[src/rtl/instr_executor.sv]
`timescale 1ns/1ps
// Instruction-queue consumer: pops 4-bit {torque, direction} entries and drives the motors for a fixed step.
// Optional build macro INSTR_EXECUTOR_STEP_COUNT_EN adds the saturating steps_executed counter output.
module instr_executor #(
    parameter int STEP_CYCLES = 50_000_000,
    parameter int GAP_CYCLES  = 5_000_000
) (
    input  logic       CLOCK50,
    input  logic       reset_n,
    input  logic       start,
    input  logic       abort,
    input  logic       fifo_empty,
    output logic       fifo_rd_en,
    input  logic [3:0] fifo_data,
    output logic       busy,
    output logic [3:0] cur_instr,
    output logic       left_pwm,
    output logic       right_pwm,
    output logic       left_fwd,
    output logic       right_fwd,
    output logic       step_done,
    output logic       queue_done
`ifdef INSTR_EXECUTOR_STEP_COUNT_EN
    ,
    output logic [7:0] steps_executed
`endif
);

    localparam int MAX_CYCLES = (STEP_CYCLES > GAP_CYCLES) ? STEP_CYCLES : GAP_CYCLES;
    localparam int CNT_W      = $clog2(MAX_CYCLES + 1);
    localparam logic [CNT_W-1:0] CNT_ZERO  = CNT_W'(0);
    localparam logic [CNT_W-1:0] CNT_ONE   = CNT_W'(1);
    localparam logic [CNT_W-1:0] STEP_LAST = CNT_W'(STEP_CYCLES - 1);
    localparam logic [CNT_W-1:0] GAP_LAST  = CNT_W'((GAP_CYCLES > 0) ? (GAP_CYCLES - 1) : 0);

    typedef enum logic [2:0] {
        ST_IDLE  = 3'd0,
        ST_FETCH = 3'd1,
        ST_LOAD  = 3'd2,
        ST_RUN   = 3'd3,
        ST_GAP   = 3'd4
    } state_t;

    state_t           state_r, state_s;
    logic [CNT_W-1:0] step_cnt_r, step_cnt_s;
    logic [7:0]       pwm_cnt_r, pwm_cnt_s;
    logic [3:0]       instr_q_r, instr_q_s;

    logic       rd_en_s, busy_s, left_pwm_s, right_pwm_s, left_fwd_s, right_fwd_s;
    logic       step_done_s, queue_done_s;
    logic [3:0] cur_instr_s;

    // Duty threshold: torque 0..3 maps to 64/128/192/256 counts out of 256.
    function automatic logic [8:0] duty_of(input logic [1:0] torque);
        return {1'b0, torque, 6'b000000} + 9'd64;
    endfunction

    // Direction decode into {left_fwd, right_fwd}.
    function automatic logic [1:0] fwd_of(input logic [1:0] dir);
        logic [1:0] fwd;
        case (dir)
            2'b00:   fwd = 2'b11;
            2'b01:   fwd = 2'b00;
            2'b10:   fwd = 2'b01;
            2'b11:   fwd = 2'b10;
            default: fwd = 2'b00;
        endcase
        return fwd;
    endfunction

    // State, step counter, PWM counter and latched instruction.
    always_ff @(posedge CLOCK50 or negedge reset_n) begin
        if (!reset_n) begin
            state_r    <= ST_IDLE;
            step_cnt_r <= CNT_ZERO;
            pwm_cnt_r  <= 8'd0;
            instr_q_r  <= 4'd0;
        end else begin
            state_r    <= state_s;
            step_cnt_r <= step_cnt_s;
            pwm_cnt_r  <= pwm_cnt_s;
            instr_q_r  <= instr_q_s;
        end
    end

    // Next-state and counter update; abort overrides every state.
    always_comb begin
        state_s    = state_r;
        step_cnt_s = step_cnt_r;
        pwm_cnt_s  = pwm_cnt_r;
        instr_q_s  = instr_q_r;
        if (abort) begin
            state_s    = ST_IDLE;
            step_cnt_s = CNT_ZERO;
            pwm_cnt_s  = 8'd0;
            instr_q_s  = 4'd0;
        end else begin
            case (state_r)
                ST_IDLE: begin
                    if (start && !fifo_empty) begin
                        state_s = ST_FETCH;
                    end else begin
                        state_s = ST_IDLE;
                    end
                end
                ST_FETCH: state_s = ST_LOAD;
                ST_LOAD: begin
                    instr_q_s  = fifo_data;
                    step_cnt_s = CNT_ZERO;
                    pwm_cnt_s  = 8'd0;
                    state_s    = ST_RUN;
                end
                ST_RUN: begin
                    pwm_cnt_s = pwm_cnt_r + 8'd1;
                    if (step_cnt_r == STEP_LAST) begin
                        step_cnt_s = CNT_ZERO;
                        if (GAP_CYCLES > 0) begin
                            state_s = ST_GAP;
                        end else if (!fifo_empty) begin
                            state_s = ST_FETCH;
                        end else begin
                            state_s = ST_IDLE;
                        end
                    end else begin
                        step_cnt_s = step_cnt_r + CNT_ONE;
                    end
                end
                ST_GAP: begin
                    if (step_cnt_r == GAP_LAST) begin
                        step_cnt_s = CNT_ZERO;
                        state_s    = fifo_empty ? ST_IDLE : ST_FETCH;
                    end else begin
                        step_cnt_s = step_cnt_r + CNT_ONE;
                    end
                end
                default: begin
                    state_s    = ST_IDLE;
                    step_cnt_s = CNT_ZERO;
                    pwm_cnt_s  = 8'd0;
                end
            endcase
        end
    end

    // Output values for the coming cycle, derived from the next state so the registered outputs line up with it.
    always_comb begin
        rd_en_s = (state_s == ST_FETCH);
        busy_s  = (state_s != ST_IDLE);
        if (state_s == ST_RUN) begin
            cur_instr_s               = instr_q_s;
            {left_fwd_s, right_fwd_s} = fwd_of(instr_q_s[1:0]);
            left_pwm_s                = ({1'b0, pwm_cnt_s} < duty_of(instr_q_s[3:2]));
            right_pwm_s               = left_pwm_s;
            step_done_s               = (step_cnt_s == STEP_LAST);
        end else begin
            cur_instr_s = 4'd0;
            left_fwd_s  = 1'b0;
            right_fwd_s = 1'b0;
            left_pwm_s  = 1'b0;
            right_pwm_s = 1'b0;
            step_done_s = 1'b0;
        end
        queue_done_s = (state_s == ST_IDLE) && !abort &&
                       ((state_r == ST_RUN) || (state_r == ST_GAP));
    end

    // Registered outputs.
    always_ff @(posedge CLOCK50 or negedge reset_n) begin
        if (!reset_n) begin
            fifo_rd_en <= 1'b0;
            busy       <= 1'b0;
            cur_instr  <= 4'd0;
            left_pwm   <= 1'b0;
            right_pwm  <= 1'b0;
            left_fwd   <= 1'b0;
            right_fwd  <= 1'b0;
            step_done  <= 1'b0;
            queue_done <= 1'b0;
        end else begin
            fifo_rd_en <= rd_en_s;
            busy       <= busy_s;
            cur_instr  <= cur_instr_s;
            left_pwm   <= left_pwm_s;
            right_pwm  <= right_pwm_s;
            left_fwd   <= left_fwd_s;
            right_fwd  <= right_fwd_s;
            step_done  <= step_done_s;
            queue_done <= queue_done_s;
        end
    end

`ifdef INSTR_EXECUTOR_STEP_COUNT_EN
    logic [7:0] steps_r;

    // Saturating step tally; restarts on an accepted start, survives abort.
    always_ff @(posedge CLOCK50 or negedge reset_n) begin
        if (!reset_n) begin
            steps_r <= 8'd0;
        end else if ((state_r == ST_IDLE) && start && !fifo_empty && !abort) begin
            steps_r <= 8'd0;
        end else if (step_done_s && (steps_r != 8'd255)) begin
            steps_r <= steps_r + 8'd1;
        end else begin
            steps_r <= steps_r;
        end
    end

    assign steps_executed = steps_r;
`endif

endmodule

[config.mk]
export PLATFORM = sky130hd
export DESIGN_NAME = instr_executor
export DESIGN_NICKNAME = d
export VERILOG_FILES = /design/src/rtl/instr_executor.sv
export SDC_FILE = /design/constraint.sdc
export NUM_CORES = 1
export LEC_CHECK = 0
export BUFFER_PORTS_ARGS = -buffer_cell sky130_fd_sc_hd__buf_2
export CAP_MARGIN = 0
export CORE_ASPECT_RATIO = 1.25
export CORE_MARGIN = 2
export CORE_UTILIZATION = 45
export CTS_CLUSTER_SIZE = 24
export DETAILED_ROUTE_END_ITERATION = 16
export GPL_TIMING_DRIVEN = 0
export PLACE_DENSITY = 0.7
export SETUP_SLACK_MARGIN = 0.15
export SLEW_MARGIN = 20
export SYNTH_ARGS = -nofsm -noshare
export SYNTH_HDL_FRONTEND = slang
export SYNTH_SLANG_ARGS = --single-unit
[constraint.sdc]
create_clock -name CLOCK50 -period 4.23 [get_ports CLOCK50]
set_input_delay 1.269 -clock CLOCK50 [delete_from_list [all_inputs] [get_ports CLOCK50]]
set_output_delay 1.269 -clock CLOCK50 [all_outputs]
set_load 0.01 [all_outputs]
==> results.toml, run 1 <==
[status]
status = "complete, no violations"

[pwr]
switchingPower_mw = 0.255
internal_power_mw = 0.830
clkPwrFrac = 0.436
combPwrFrac = 0.095
peakVddDrop_v = 0.000139
p_seq_frac = 0.469
p_sw_frac = 0.235
powerDensity_nw_per_um2 = 312
p_leak_nw = 1.39

[floorplan]
die_y_um = 97.0
die_area_um2 = 7600
rows = 33
core_area_um2 = 6650
die_w_um = 78.4
initial_core_util = 0.468
num_io_pins = 21

[synthesis]
ys_warn_count = 0
synth_ff_type = "dfrtp_1"
async_reset_ff_frac = 1.00
syn_area_um2 = 3110
synth_cells = 362
synth_fp_nets = 375
synth-edff-count = 0
yosysSeqAreaShare = 0.418
synth.distinct_cells = 59
avgSynthCellArea_um2 = 8.60
yosys_register_bits = 52

[setup_path]
critPathArrivalTime_ns = 3.83
end_kind = "flip-flop"
cp_max_fo = 10
cp-start-kind = "flip-flop"
criticalPathCategory = "reg -> reg"
required_ns = 4.45

[place]
hpwl_mm = 5.73
routabilityCongestion = 0.967
numPortBuffers = 19

[worst_hold_path]
hold_class = "reg -> reg"

[clock_network]
cts_made_buffers = 5
clock_sinks = 52
cts.path.max_buffers = 2
post_cts_buffers = 0
htree_num_levels = 2
cts_tree = "done"
cts_resized = 0
cts_root_buffer = "clkbuf_8"
hold_buffers = 0
clkSlewWorstSetupHoldPaths_ns = 0.10
clk_latency_ns = 0.31

[sta]
report.final.setup_viol = 0
finalSetupTns_ns = 0
worst_pin_slew_ns = 0.809
fin_skew_ns = 0.00594
max_freq_mhz = 277
final-hold-violation-count = 0
maxSlewViolCount = 0
period_share = 0.854
rsz0062_at_grt = "no"
relSlewSlack = 0.457
period_needed_ns = 3.61

[grt]
grt_pass1_vias = 2845
grt_pass1_wl_mm = 13.5
grt_usage = 0.218
antenna_found_initial = 0
grt_max_degree = 53
gr-total-overflow = 0

[cells_and_area]
seqCellArea_um2 = 1300
diodes = 0
multi_input_area_um2 = 1680
drive_above_1_share = 0.111
final_nets = 401
syn2layout_area_growth_pct = 11.7
fillers = 623
finish.utilization = 0.523

[detailed_routing]
drcViolationCount = 0
drtIter0Drc = 212
avgRoutedWirePerCell_um = 16.9
ant_nets = 0
drt_pass1_iterations = 4
vias_per_cell = 6.05
drt_wl_total_mm = 8.05
dr_total_vias = 2881

[flow_run]
drv_cap = 0
[placed cells by master, fill, tap and decap left out, drive strengths merged, types with 4 or more instances in the layout]
cell type and instances:
nor3 12, a21boi 4, a311oi 4, nand3 18, dfrtp 52, o21ai 17, or3 4, a21oi 39
and3 7, inv 10, nor2 36, and2 7, ha 4, a31oi 7, mux2i 8, or4 6
clkbuf 22, o211ai 4, buf 25, nor4 5, nand2 35, xnor2 5, nand4 8, a211oi 9
[cells in the mapped netlist (5+ instances only)]
cell / count / area [µm²]
dfrtp_1: 52 / 1300
a21oi_1: 39 / 195
nor2_1: 36 / 135
nand2_1: 34 / 128
nand3_1: 18 / 90.1
clkbuf_1: 17 / 63.8
o21ai_0: 16 / 80.1
nor3_1: 11 / 55.1
inv_1: 10 / 37.5
a211oi_1: 8 / 60.1
mux2i_1: 8 / 80.1
nand4_1: 8 / 50.1
a31oi_1: 7 / 43.8
and2_1: 7 / 43.8
and3_1: 7 / 43.8
or4_1: 5 / 37.5
xnor2_1: 5 / 43.8
[worst paths after layout]
path / to / from / slack (ns) / depth (start not counted)
max in group asynchronous: step_cnt_r[2] / reset_n / 2.80 / 1
hold / removal: pwm_cnt_r[3] / pwm_cnt_r[3] / 0.51 / 1
setup / recovery: step_done / step_cnt_r[0] / 0.62 / 10
min in group asynchronous: pwm_cnt_r[2] / reset_n / 0.97 / 1
setup reg to reg: step_done / step_cnt_r[0] / 0.62 / 10
hold reg to reg: pwm_cnt_r[3] / pwm_cnt_r[3] / 0.51 / 1
[power groups by stage]
stage	combinational, mW	clock (mW)	sequential [mW]
5_1_grt	0.114	0.492	0.510
6_report	0.103	0.473	0.509
2_1_floorplan	0.0609	0	0.520
4_1_cts	0.103	0.477	0.509
3_3_place_gp	0.101	0	0.518
3_5_place_dp	0.103	0	0.519
[registers in the layout, indices dropped and copies added (netlist names)]
signal,flops
busy,1
cur_instr,4
fifo_rd_en,1
instr_q_r,4
left_fwd,1
pwm_cnt_r,8
queue_done,1
right_fwd,1
right_pwm,1
state_r,3
step_cnt_r,26
step_done,1
[final cells by class]
type	count	area share
buffer	23	0.0273
tap	87	0.0313
sequential	52	0.374
inverter	10	0.0108
clock buffer	5	0.0198
clock inverter	3	0.0259
multi-input combinational	277	0.483
timing repair buffer	19	0.0281
[stage by stage]
step                total power [mW]  hold slack (ns)  instance area [µm²]  cells  worst slack, ns
floorplan                      0.581            0.449                 3110    362             1.08
global placement               0.620            0.492                 3320    468            0.605
detailed placement             0.621            0.488                 3320    468            0.576
CTS                             1.09            0.506                 3480    476            0.671
global route                    1.12            0.540                 3480    476            0.441
finish                          1.08            0.508                 3480    476            0.619
[cell families (layout without fill, tap and decap cells)]
logic type                 Yosys count  in the layout  synth area share
muxes                                8              8            0.0257
adders and majority gates            4              4            0.0161
DFF                                 52             52             0.418
xor gates and xnor gates             6              6            0.0169
buffers and inverters               33             60            0.0426
AOI/OAI and AO/OA                  104            104             0.216
and+or+nand+nor                    155            155             0.265
[critical path, cell delays in order (launching register included)]
cell and delay (ns):
dfrtp_1 0.47, ha_1 0.28, and3_1 0.24, nand4b_1 0.26, o21bai_2 0.24, nand2_4 0.14
clkbuf_1 0.39, a31oi_1 0.15, or4b_1 0.49, or4_1 0.55, nor4_2 0.30
[layer usage]
metal  track usage  share of wire
met1         0.266           0.43
met2         0.375           0.50
met3        0.0354          0.045
met4        0.0918          0.025
met5             0              0
(Power assumes the default switching activity.)
==> inputs of run 2 (changes only) <==
--- a/config.mk
+++ b/config.mk
@@ -5,6 +5,7 @@
 export SDC_FILE = /design/constraint.sdc
 export NUM_CORES = 1
 export LEC_CHECK = 0
+export ABC_AREA = 1
 export BUFFER_PORTS_ARGS = -buffer_cell sky130_fd_sc_hd__buf_2
 export CAP_MARGIN = 0
 export CORE_ASPECT_RATIO = 1.25
==> run 2 against run 1 <==
Sequential share of layout area fell by 2.7 points. Largest power group unchanged. Non-clock buffer count fell by 14. Synthesized cell count rose by 45%. Setup slack improved by 0.93 ns. Combinational power barely moved. Design area rose by 7.7%.
==> results.toml, run 2 <==
[status]
status = "complete, no violations"

[sta]
maxSlewViolCount = 0
period_share = 0.635
max_freq_mhz = 372
report.final.setup_viol = 0
relSlewSlack = 0.555
worst_pin_slew_ns = 0.667
finalSetupTns_ns = 0
period_needed_ns = 2.69
rsz0062_at_grt = "no"
fin_skew_ns = 0.0105
final-hold-violation-count = 0

[setup_path]
reg2regPathDepth = 12
critical_path_buf_inv_count = 3
worst_path_max_delay_cell = "clkbuf_1"
cp_max_fo = 10
cp_cell_sequence = "buf_2, clkbuf_1, nor3_1, ha_1, inv_1, ha_1, a21oi_1, nor2_1, nor2_1"
required_ns = 4.48
slowest_delay_ns = 0.49
cp-start-kind = "primary input"
end_kind = "flip-flop"
critPathArrivalTime_ns = 2.94
criticalPathCategory = "in -> reg"
worst-path-stages = 9
crit_family = "buffers and inverters"

[floorplan]
core_area_um2 = 7400
die_y_um = 102
rows = 35
initial_core_util = 0.464
num_io_pins = 21
die_area_um2 = 8350
die_w_um = 82.1

[cells_and_area]
drive_above_1_share = 0.0832
final_common_cell = "nand2_1"
regMostFlops = "step_cnt_r"
seqCellArea_um2 = 1300
fillers = 766
largest_register_ffs = 26
final_cells = 645
multi_input_area_um2 = 1790
diodes = 0
largestRegisters = "step_cnt_r x26, pwm_cnt_r x8"
final_cell_mix = "nand2_1 (151), nor2_1 (94), inv_1 (80)"
fin_area_um2 = 3750
syn2layout_area_growth_pct = 9.15
final_nets = 565

[synthesis]
async_reset_ff_frac = 1.00
yosysSeqAreaShare = 0.379
syn_area_um2 = 3430
ys_warn_count = 0
synth.distinct_cells = 35
synth_fp_nets = 538
yosys_register_bits = 52
yosys.area.top_type = "dfrtp_1"
synth_cells = 525
avgSynthCellArea_um2 = 6.54
synth_top_area_frac = 0.379
synth_area_leaders = "dfrtp_1 (38%), nand2_1 (17%), nor2_1 (10%)"
synth.most_common_cell = "nand2_1"
synth_ff_type = "dfrtp_1"
synthTopCellsByCount = "nand2_1 (151), nor2_1 (94), inv_1 (80)"
synth-edff-count = 0

[place]
dp.cells = 637
hpwl_mm = 6.73
routabilityCongestion = 0.955
placed_area_um2 = 3650
numPortBuffers = 20

[pwr]
p_leak_nw = 1.90
powerDensity_nw_per_um2 = 248
peakVddDrop_v = 0.000155

[clock_network]
clkSlewWorstSetupHoldPaths_ns = 0.10
cts.path.max_buffers = 2
cts_tree = "done"
cts_made_buffers = 5
hold_buffers = 0
cts_resized = 0
htree_num_levels = 2
clk_latency_ns = 0.32
clock_sinks = 52
post_cts_buffers = 0
cts_root_buffer = "clkbuf_8"

[detailed_routing]
dr_total_vias = 3347
avgRoutedWirePerCell_um = 13.9
vias_per_cell = 5.19
drt_wl_total_mm = 8.98
ant_nets = 0
drcViolationCount = 0
drt_pass1_iterations = 5
drtIter0Drc = 168

[worst_hold_path]
hold_class = "reg -> reg"
holdPathStages = 1

[grt]
antenna_found_initial = 0
grt_pass1_vias = 3270
grt_max_degree = 53
grt_usage = 0.234
grt_pass1_wl_mm = 14.9
gr-total-overflow = 0

[flow_run]
drv_cap = 0
## run 2: report_power, final
group / total (mW) / internal [mW] / switching [mW] / leakage, nW
logic: 0.104 / 0.0259 / 0.0786 / 1.13
registers: 0.512 / 0.508 / 0.00379 / 0.723
clock network: 0.315 / 0.122 / 0.193 / 0.0463
## run 2: layout make-up
class / count / share of cell area
well taps: 92 / 0.0307
multi-input cells: 384 / 0.476
flip-flops and latches: 52 / 0.347
plain buffers: 8 / 0.0114
clock buffers: 5 / 0.0184
clock inverters: 3 / 0.00735
inverters: 81 / 0.0811
repair buffers: 20 / 0.0274
## run 2: per-layer routing
metal / global-route usage / vias to the layer above / wire [µm]
met1: 0.283 / 1559 / 3760
met4: 0.0962 / 0 / 264
met3: 0.0330 / 24 / 368
li1: - / 1680 / -
met5: 0 / - / 0
met2: 0.410 / 84 / 4580
## run 2: cell families after synthesis
group | after synthesis | share of synthesized area
AOI/OAI and AO/OA | 52 | 0.0871
DFF | 52 | 0.379
and+or+nand+nor | 314 | 0.383
buffers and inverters | 89 | 0.101
adders and majority gates | 4 | 0.0146
xor gates and xnor gates | 14 | 0.0357
## run 2: through the flow
step                setup slack [ns]  hold slack [ns]  power (mW)  utilization
floorplan                       1.72            0.464       0.583            -
global placement                1.23            0.479       0.624        0.493
detailed placement              1.19            0.481       0.627        0.493
CTS                             1.53            0.505       0.939        0.506
global route                    1.42            0.514       0.974        0.506
finish                          1.54            0.505       0.931        0.506
## run 2: path summary, 6_finish.rpt
path	startpoint	endpoint	slack [ns]
setup / recovery	abort	right_pwm	1.54
hold / removal	pwm_cnt_r[3]	pwm_cnt_r[3]	0.50
setup reg to reg	state_r[1]	step_done	1.85
hold reg to reg	pwm_cnt_r[3]	pwm_cnt_r[3]	0.50
max in group asynchronous	reset_n	step_cnt_r[5]	2.80
min in group asynchronous	reset_n	step_cnt_r[11]	0.96
==> inputs of run 3 (changes only) <==
==> constraint.sdc (replaced) <==
create_clock -name CLOCK50 -period 2.6 [get_ports CLOCK50]
set_input_delay 0.78 -clock CLOCK50 [delete_from_list [all_inputs] [get_ports CLOCK50]]
set_output_delay 0.78 -clock CLOCK50 [all_outputs]
set_load 0.01 [all_outputs]
==> run 3 against run 2 <==
Die area stayed put. Design area is 0.87% higher. Sequential share of layout area is 0.30 points lower. Sequential cell count stayed put. Critical endpoint is now step_done. Setup slack worse by 1.2 ns. First-iteration DRC count is 17% higher. Clock skew is 0.00089 ns higher. Largest power group unchanged. Critical path depth is 6 higher. Clock-buffer cell count stayed put. Clock power is 63% higher. Combinational power is 68% higher. Global-route usage stayed put.
==> results.toml, run 3 (same netlist as run 2, synthesis figures left out) <==
[sta]
rsz0062_at_grt = "no"
period_needed_ns = 2.27
period_share = 0.875
maxSlewViolCount = 0
worst_pin_slew_ns = 0.668
max_freq_mhz = 440
report.final.setup_viol = 0
fin_skew_ns = 0.0114
final-hold-violation-count = 0
finalSetupTns_ns = 0
relSlewSlack = 0.555
setup_slack_ns = 0.325

[floorplan]
initial_core_util = 0.464
die_area_um2 = 8350
num_io_pins = 21
die_y_um = 102
core_area_um2 = 7400
die_w_um = 82.1
rows = 35

[pwr]
peakVddDrop_v = 0.000272
internal_power_mw = 1.07
switchingPower_mw = 0.453
p_seq_frac = 0.547
powerDensity_nw_per_um2 = 403
p_sw_frac = 0.298
clkPwrFrac = 0.338
combPwrFrac = 0.115
p_leak_nw = 1.91

[setup_path]
rr_startpoint = "step_cnt_r[1]"
rrSetupSlack_ns = 0.33
worst_path_max_delay_cell = "dfrtp_1"
cp-start-kind = "flip-flop"
r2r-end = "step_done"
crit_family = "simple AND/OR/NAND/NOR gates"
cp_cell_sequence = "ha_1, nand2_1, inv_1, nand2_2, nor2_1, nand2_1, nand2_2, nand2_4, buf_8, nand2_1, o21ai_0, nand3_1, nor2_1, nand3_1, nor2_1"
worst-path-stages = 15
cp-startpoint = "step_cnt_r[1]"
criticalPathCategory = "reg -> reg"
reg2regPathDepth = 15
critPathArrivalTime_ns = 2.53
critical_path_buf_inv_count = 2
slowest_delay_ns = 0.44
required_ns = 2.86
end_kind = "flip-flop"
cp_max_fo = 10
cp-endpoint = "step_done"

[clock_network]
clkSlewWorstSetupHoldPaths_ns = 0.11
cts_root_buffer = "clkbuf_8"
cts_tree = "done"
cts_made_buffers = 5
cts.path.max_buffers = 2
htree_num_levels = 2
clk_latency_ns = 0.32
clock_sinks = 52
hold_buffers = 0

[cells_and_area]
largest_register_ffs = 26
diodes = 0
syn2layout_area_growth_pct = 10.1
final_cell_mix = "nand2_1 (151), nor2_1 (93), inv_1 (79)"
drive_above_1_share = 0.0935
final_common_cell = "nand2_1"
largestRegisters = "step_cnt_r x26, pwm_cnt_r x8"
regMostFlops = "step_cnt_r"
final_nets = 568

[detailed_routing]
drt_wl_total_mm = 9.06
drtIter0Drc = 197
avgRoutedWirePerCell_um = 14.0
vias_per_cell = 5.23
ant_nets = 0
dr_total_vias = 3390
drcViolationCount = 0
drt_pass1_iterations = 5

[status]
status = "complete, no violations"

[place]
routabilityCongestion = 0.955
dp_slack_ns = 0.0470
numPortBuffers = 20
hpwl_mm = 6.73

[flow_run]
drv_cap = 0

[grt]
grt_pass1_wl_mm = 14.9
grt_max_degree = 53
antenna_found_initial = 0
grt_pass1_vias = 3270
gr-total-overflow = 0
grt_usage = 0.234

[worst_hold_path]
hold_class = "in -> async"
[run 3: worst reg2reg max path: stages, from the launching register on]
cell and delay, ns:
dfrtp_1 0.44, ha_1 0.22, nand2_1 0.13, inv_1 0.09, nand2_2 0.06, nor2_1 0.04
nand2_1 0.09, nand2_2 0.09, nand2_4 0.16, buf_8 0.17, nand2_1 0.06, o21ai_0 0.13
nand3_1 0.16, nor2_1 0.11, nand3_1 0.09, nor2_1 0.15
[run 3: worst min path at each step]
stage,from,endpoint,cells after the start
2_1_floorplan,pwm_cnt_r[3],pwm_cnt_r[3],1
4_1_cts,pwm_cnt_r[3],pwm_cnt_r[3],1
6_report,reset_n,step_cnt_r[11],1
5_1_grt,pwm_cnt_r[3],pwm_cnt_r[3],1
3_5_place_dp,pwm_cnt_r[3],pwm_cnt_r[3],1
3_3_place_gp,pwm_cnt_r[3],pwm_cnt_r[3],1
[run 3: what timing repair did]
item,4_1_cts,5_1_grt
endpoints found under the hold margin,0,0
setup endpoints to repair,0,1
buffers inserted,0,3
resized for setup,0,4
[run 3: layout make-up]
class / count / area, µm²
multi-input cells: 384 / 1790
inverters: 81 / 308
flip-flops and latches: 52 / 1300
well taps: 92 / 115
clock buffers: 5 / 68.8
plain buffers: 8 / 46.3
repair buffers: 23 / 125
fillers: 767 / 3620
clock inverters: 3 / 27.5
[run 3: power by group through the flow]
stage          Clock, mW  Combinational, mW  Sequential [mW]
3_3_place_gp           0              0.166            0.848
6_report           0.515              0.175            0.833
2_1_floorplan          0             0.0960            0.852
4_1_cts            0.523              0.172            0.833
3_5_place_dp           0              0.171            0.849
5_1_grt            0.555              0.198            0.835
[run 3: layer usage]
layer	vias to the layer above	share of wire	wire length (µm)	GRT usage
met5	-	0	0	0
met1	1570	0.42	3830	0.283
met2	102	0.50	4520	0.410
li1	1690	-	-	-
met3	28	0.047	423	0.0330
met4	0	0.031	284	0.0962
[run 3: stage by stage]
stage                util  power, mW  std cells  hold WS, ns  area, µm²
floorplan               -      0.948        525        0.464       3430
finish              0.511       1.52        648        0.466       3780
global placement    0.493       1.01        637        0.479       3650
CTS                 0.506       1.53        645        0.505       3750
detailed placement  0.493       1.02        637        0.481       3650
global route        0.511       1.59        648        0.514       3780
